--- src/rtl/regfile_mp.sv ---
// Multi-port register file: NRD combinational read ports, a writeback port and a load-return port,
// plus a per-register pending-load scoreboard. Define REGFILE_BYPASS_EN to forward same-cycle writes.
module regfile_mp #(
   parameter int XLEN  = 32,
   parameter int NREGS = 32,
   parameter int NRD   = 2,
   localparam int AW   = $clog2(NREGS),
   localparam int CW   = $clog2(NREGS + 1)
) (
   input  logic                clk,
   input  logic                reset,
   input  logic [NRD*AW-1:0]   rs_num,
   output logic [NRD*XLEN-1:0] rs_data,
   output logic [NRD-1:0]      rs_busy,
   input  logic                wa_en,
   input  logic [AW-1:0]       wa_num,
   input  logic [XLEN-1:0]     wa_data,
   input  logic                li_en,
   input  logic [AW-1:0]       li_num,
   input  logic                wl_en,
   input  logic [AW-1:0]       wl_num,
   input  logic [XLEN-1:0]     wl_data,
   output logic [CW-1:0]       busy_cnt,
   output logic                err
);

   logic [XLEN-1:0]  regs_q [NREGS];
   logic [XLEN-1:0]  regs_d [NREGS];
   logic [NREGS-1:0] busy_q, busy_d;
   logic [CW-1:0]    cnt_q, cnt_d;
   logic             err_q, err_d;

   // One-hot decodes of the three write/issue ports; bit 0 is forced low so x0 is never touched.
   logic [NREGS-1:0] wa_hit, li_set, wl_clr;
   logic [AW-1:0]    rd_idx;

   // NOTE: every variable written in an always_comb gets a default first so no latch is inferred.
   always_comb begin
      wa_hit = '0;
      li_set = '0;
      wl_clr = '0;
      if (wa_en) wa_hit[wa_num] = 1'b1;
      if (li_en) li_set[li_num] = 1'b1;
      if (wl_en) wl_clr[wl_num] = 1'b1;
      wa_hit[0] = 1'b0;
      li_set[0] = 1'b0;
      wl_clr[0] = 1'b0;
   end

   always_comb begin
      regs_d = regs_q;
      busy_d = busy_q;
      err_d  = err_q;
      cnt_d  = '0;
      for (int r = 1; r < NREGS; r++) begin
         // Writeback is the younger result, so it overrides a same-cycle load return.
         if (wl_clr[r]) regs_d[r] = wl_data;
         if (wa_hit[r]) regs_d[r] = wa_data;
         if (li_set[r])      busy_d[r] = 1'b1;
         else if (wl_clr[r]) busy_d[r] = 1'b0;
         if ((wa_hit[r] && (wl_clr[r] || busy_q[r])) ||
             (li_set[r] && !wl_clr[r] && busy_q[r]) ||
             (wl_clr[r] && !li_set[r] && !busy_q[r]))
            err_d = 1'b1;
      end
      for (int r = 0; r < NREGS; r++) cnt_d = cnt_d + CW'(busy_d[r]);
   end

   always_comb begin
      rs_data = '0;
      rs_busy = '0;
      rd_idx  = '0;
      for (int k = 0; k < NRD; k++) begin
         rd_idx = rs_num[k*AW +: AW];
         if (rd_idx != '0) begin
            rs_data[k*XLEN +: XLEN] = regs_q[rd_idx];
            rs_busy[k]              = busy_q[rd_idx];
`ifdef REGFILE_BYPASS_EN
            // Writes are ignored during reset, so there is nothing to forward then.
            if (reset && wl_clr[rd_idx]) begin
               rs_data[k*XLEN +: XLEN] = wl_data;
               rs_busy[k]              = 1'b0;
            end
            if (reset && wa_hit[rd_idx]) rs_data[k*XLEN +: XLEN] = wa_data;
`endif
         end
      end
   end

   // NOTE: sequential state uses non-blocking assignments only.
   // NOTE: the array is reset because reads must return zero from reset onward.
   always_ff @(posedge clk or negedge reset) begin
      if (!reset) begin
         for (int r = 0; r < NREGS; r++) regs_q[r] <= '0;
         busy_q <= '0;
         cnt_q  <= '0;
         err_q  <= 1'b0;
      end else begin
         regs_q <= regs_d;
         busy_q <= busy_d;
         cnt_q  <= cnt_d;
         err_q  <= err_d;
      end
   end

   assign busy_cnt = cnt_q;
   assign err      = err_q;

endmodule

--- config.mk ---
export PLATFORM = sky130hd
export DESIGN_NAME = regfile_mp
export DESIGN_NICKNAME = d
export VERILOG_FILES = /design/src/rtl/regfile_mp.sv
export SDC_FILE = /design/constraint.sdc
export NUM_CORES = 2
export LEC_CHECK = 0
export BUFFER_PORTS_ARGS = -buffer_cell sky130_fd_sc_hd__buf_4
export CAP_MARGIN = 20
export CORE_UTILIZATION = 40
export CTS_CLUSTER_DIAMETER = 60
export DETAILED_ROUTE_END_ITERATION = 8
export PLACE_DENSITY = 0.62
export SKIP_CTS_REPAIR_TIMING = 1
export SYNTH_ARGS = -nofsm -noshare
export SYNTH_HDL_FRONTEND = slang
export SYNTH_SLANG_ARGS = --single-unit
--- constraint.sdc ---
create_clock -name clk -period 7.18 [get_ports clk]
set_input_delay 1.077 -clock clk [delete_from_list [all_inputs] [get_ports clk]]
set_output_delay 1.077 -clock clk [all_outputs]
set_load 0.02 [all_outputs]
* Yosys cells after proc, flatten, opt, wreduce, memory -nomap -nowiden
Index checks and enable logic that the tools add are counted. W data, S select, Z words.
Storage, ports and cells: output and inout port bits 73, bits in registers 1030, bits of input ports 94
Cells by class: $lt $le $gt $ge 10, $add $sub $neg 30, reductions and logical operators 378, bitwise logic cells 2, mux-type cells 178
Operators with widths (count):
- $mux W32 | 71
- $bmux W32 S5 | 2
- $logic_and A1 B1 Y1 | 158
- $add A6 B1 Y6 | 25
- $mux W1 | 100
- $logic_not A1 Y1 | 93
- $logic_or A1 B1 Y1 | 93
- $reduce_bool A2 Y1 | 31
- $reduce_bool A31 Y1 | 1
- $lt A5 B6 Y1 const B | 5
- $demux W1 S5 | 3
- $ge A5 B1 Y1 const B | 3
- $ge A6 B6 Y1 const B | 2
- $not A5 Y6 | 2
- $bmux W1 S5 | 2
- $reduce_bool A5 Y1 | 2
- $add A5 B1 Y6 | 1
- $add A4 B1 Y5 | 1
- $add A3 B1 Y4 | 1
- $add A2 B1 Y3 | 1
- $add A1 B1 Y2 | 1

* Longest topological paths before layout
depth after elaboration 41, depth in mapped cells 21

* Least setup slack after synthesis
OpenSTA, ideal clock, no wires.
kind input to register, start input wl_num[1], end register cnt_q[4] (netlist: busy_cnt[4]), data required time 7.100 ns, setup slack 0.263 ns, cell stages on the path 21, data arrival time 6.837 ns, cell sequence nor3b_1 -> clkbuf_1 -> nand2_1 -> buf_1 -> nand2_1 -> o21ai_0 -> fa_1 -> inv_1 -> fa_1 -> inv_1 -> fa_1 -> fa_1 -> inv_1 -> fa_1 -> fa_1 -> inv_1 -> fa_1 -> fa_1 -> a21o_1 -> a21oi_1 -> xnor2_1
RTL lines:
- from (decl) | line 21 | input logic [AW-1:0] wl_num,
- $lt A5 B6 Y1 (not written as such) / $ge A5 B1 Y1 (equally long branches) | line 44 | if (wl_en) wl_clr[wl_num] = 1'b1;
- $logic_and A1 B1 Y1 (not written as such) | line 44
- $mux W1 (not written as such) | line 44
- $demux W1 S5 (*) | line 44
- $mux W32 (*) | line 44
- $mux W1 (*) | line 60 | else if (wl_clr[r]) busy_d[r] = 1'b0;
- $mux W1 (*) | line 59 | if (li_set[r]) busy_d[r] = 1'b1;
- named net busy_d[16] | line 29 | logic [NREGS-1:0] busy_q, busy_d;
- $add A6 B1 Y6 (*) (16 in series) | line 66 | for (int r = 0; r < NREGS; r++) cnt_d = cnt_d + CW'(busy_d[r]);
- named net cnt_d[4] | line 30 | logic [CW-1:0] cnt_q, cnt_d;
- to (signal assigned) | line 101 | cnt_q <= cnt_d;
- to (decl) | line 30
The timed path passes the listed nets; every way through them passes the cells marked *. A chain may end at the register's enable or synchronous reset.

* Worst setup path after layout
start input li_num[1], end register cnt_q[4] (netlist: busy_cnt[4])
RTL lines:
- from (decl) | line 19 | input logic [AW-1:0] li_num,
- $lt A5 B6 Y1 (not written as such) / $ge A5 B1 Y1 (equally long branches) | line 43 | if (li_en) li_set[li_num] = 1'b1;
- $logic_and A1 B1 Y1 (not written as such) | line 43
- $mux W1 (not written as such) | line 43
- $demux W1 S5 (*) | line 43
- $mux W32 (*) | line 43
- $mux W1 (*) | line 59
- named net busy_d[16] | line 29
- $add A6 B1 Y6 (*) (16 in series) | line 66
- named net cnt_d[4] | line 30
Marks and branches as above.

==> impl_metrics.py <==
metrics = {
    "clock_network": {
        "insertion_delay_ps": 770,
        "cts_tree": "done",
        "cts_sinks": 1030,
        "root_buffer": "clkbuf_16",
        "numCtsBuffers": 117,
        "cts_max_path_buffers": 3,
        "htreeDepth": 3,
        "path_clk_slew_ps": 60,
    },
    "power_and_ir_drop": {
        "p_int_uw": 15000,
        "p_sw_frac": 0.330,
        "leakage_uw": 0.0321,
        "p_total_uw": 22400,
        "ir_drop_uv": 532,
        "pwr-share-clk": 0.288,
        "power_density_nw_per_um2": 310,
        "seq_power_share": 0.385,
        "p_switching_uw": 7400,
        "pwr-share-comb": 0.327,
    },
    "critical_path": {
        "critPathMaxFanout": 8,
        "reg2reg_depth": 15,
        "worstPathCellList": "buf_4 > or3b_1 > buf_4 > o21ai_0 > fa_1 > inv_1 > fa_1 > inv_1 > fa_1 > fa_1 > inv_1 > fa_1 > fa_1 > inv_1 > fa_1 > fa_1 > a21o_1 > a21oi_1 > xnor2_1",
        "r2r_setup_slack_ps": 1680,
        "cp_data_arrival_time_ps": 6820,
        "reg2reg_from": "busy_q[24]",
        "max_stage_delay_ps": 570,
        "cp_slowest_cell": "or3b_1",
        "worstSetupPathType": "input port to register",
        "crit_buf_inv": 6,
        "crit_family": "adder cells",
        "required_ps": 7860,
        "start_kind": "input port",
        "critPathMostFrequentCell": "fa_1",
        "reg2reg_to": "busy_cnt[4]",
        "end_kind": "register",
    },
    "grt": {
        "grt_pass1_vias": 51140,
        "grt_pass1_wl_um": 375000,
        "grt.overflow.total": 0,
        "antenna_found_initial": 11,
        "grt_max_degree": 161,
        "grt.total_usage": 0.317,
    },
    "sta": {
        "setup_violations": 0,
        "slew-limit-headroom": 0.161,
        "finalHoldViolations": 0,
        "min_period_ps": 6140,
        "skew_ps": 27.7,
        "finalCritPeriodShare": 0.855,
        "fin_tns_setup_ps": 0,
        "rsz0062_at_grt": "no",
        "tightest_slew_ps": 1260,
        "maxClockFrequency_mhz": 163,
        "slew_viol_final": 0,
    },
    "route": {
        "top_layer": "met5",
        "num_vias": 53206,
        "viasPerCell": 6.51,
        "drt-met1-wl_um": 100000,
        "dr.first_iter.drc_count": 7945,
        "wl_met2_um": 116000,
        "drc": 0,
        "drtPass1Iterations": 8,
        "ant_nets": 0,
        "drt-total-wl_um": 262000,
        "post_drt_wl_per_cell_um": 32.1,
        "met3_length_um": 29900,
    },
    "synthesis": {
        "synthCells": 6193,
        "synthArstFlopShare": 1.00,
        "ys_types": 68,
        "yosys-top-cells-area": "dfrtp_1 (40%), mux4_2 (21%), mux2i_1 (11%), nand2_1 (6.1%), o21ai_0 (3.8%)",
        "ys.warnings.count": 0,
        "yosysMostFrequentCell": "nand2_1",
        "synth_top_area_share": 0.396,
        "ys.flop_type": "dfrtp_1",
        "synth_area_leader_cell": "dfrtp_1",
        "synth_edf_count": 0,
        "synth_area_sq_um": 65100,
        "syn_area_per_cell_sq_um": 10.5,
        "syn_nets": 6317,
        "synth_common_cells": "nand2_1 (1054), dfrtp_1 (1030), mux2i_1 (735)",
        "yosysSeqAreaShare": 0.396,
        "ys_ff_latch": 1030,
    },
    "cells_and_area": {
        "areaGrowthSynthToFinish_pct": 11.1,
        "final_core_util": 0.449,
        "drive_gt1_frac": 0.220,
        "fin_area_sq_um": 72300,
        "fin_nets": 6032,
        "stdcell_count": 8173,
    },
    "die": {
        "initial_core_util": 0.404,
        "die_area_sq_um": 164000,
        "core-area_sq_um": 161000,
        "boundaryPins": 167,
        "die_width_um": 405,
        "dieHeight_um": 405,
        "rows": 147,
    },
    "status": {
        "status": "completed",
    },
    "placement": {
        "dp_hpwl_um": 140000,
        "placed_cells": 7943,
        "portBuffers": 166,
        "gp_congestion": 0.936,
        "placed_area_sq_um": 68100,
    },
    "job": {
        "cap_violations": 0,
    },
    "min_path": {
        "hp-class": "input port to async pin",
    },
}
-- area by class of cell --
type	count	area, sq um
clock buffer	166	3480
antenna	10	25.0
sequential	1030	25800
multi-input combinational	4398	36900
timing repair buffer	314	2690
inverter	47	176
fill	14875	88800
tap	2160	2700
clock inverter	48	611
-- power by group through the flow --
stage                     clock (uW)  sequential (uW)  combinational, uW
after floorplan                    0             8260               5510
after global placement             0             8530               7260
after detailed placement           0             8650               7320
after CTS                       6490             8560               7340
after global routing            6720             8800               8090
final                           6460             8640               7350
-- metrics by stage --
stage / hold WS [ps] / worst slack, ps
after floorplan: 521 / 263
final: 395 / 1040
after detailed placement: 545 / 300
after global placement: 537 / 287
after CTS: 390 / 1070
after global routing: 432 / 810
-- cells in the final DEF (no fill, tap or decap), drive strengths merged, types with 14 or more instances in the layout --
cell type	count
and3b	14
inv	53
buf	314
clkbuf	166
nand2	1056
a31oi	258
a21oi	270
o21ai	503
nor2	568
o2111ai	24
mux4	594
clkinv	27
a22o	65
dfrtp	1030
mux2i	735
mux2	132
fa	23
-- kinds of logic after synthesis --
kind of cell | count (synthesis) | synth area share
compound gates | 1183 | 0.104
xor+xnor | 3 | 0.000404
fa+ha+maj | 30 | 0.00842
buf+inv | 765 | 0.0451
flops | 1030 | 0.396
mux | 1461 | 0.341
simple gates | 1721 | 0.105
-- sequential cells by signal, summed over array words and instances, names as in the netlist --
| name | cells |
|---|---|
| busy_q | 31 |
| regs_q | 992 |
| err | 1 |
| busy_cnt | 6 |
-- layer usage --
layer / vias up / track usage
met3: 805 / 0.0848
met4: 14 / 0.179
met1: 26982 / 0.418
li1: 21937 / -
met5: - / 0.00565
met2: 3468 / 0.471
-- worst max path at each step --
stage	start	cells after the start	end
2_1_floorplan	wl_num[1]	21	busy_cnt[4]
3_3_place_gp	wl_num[1]	19	busy_cnt[4]
3_5_place_dp	li_num[1]	19	busy_cnt[4]
4_1_cts	wl_num[1]	19	busy_cnt[4]
5_1_grt	li_num[1]	19	busy_cnt[4]
6_report	li_num[1]	19	busy_cnt[4]
Note: power is estimated with default switching activity, not from simulation.
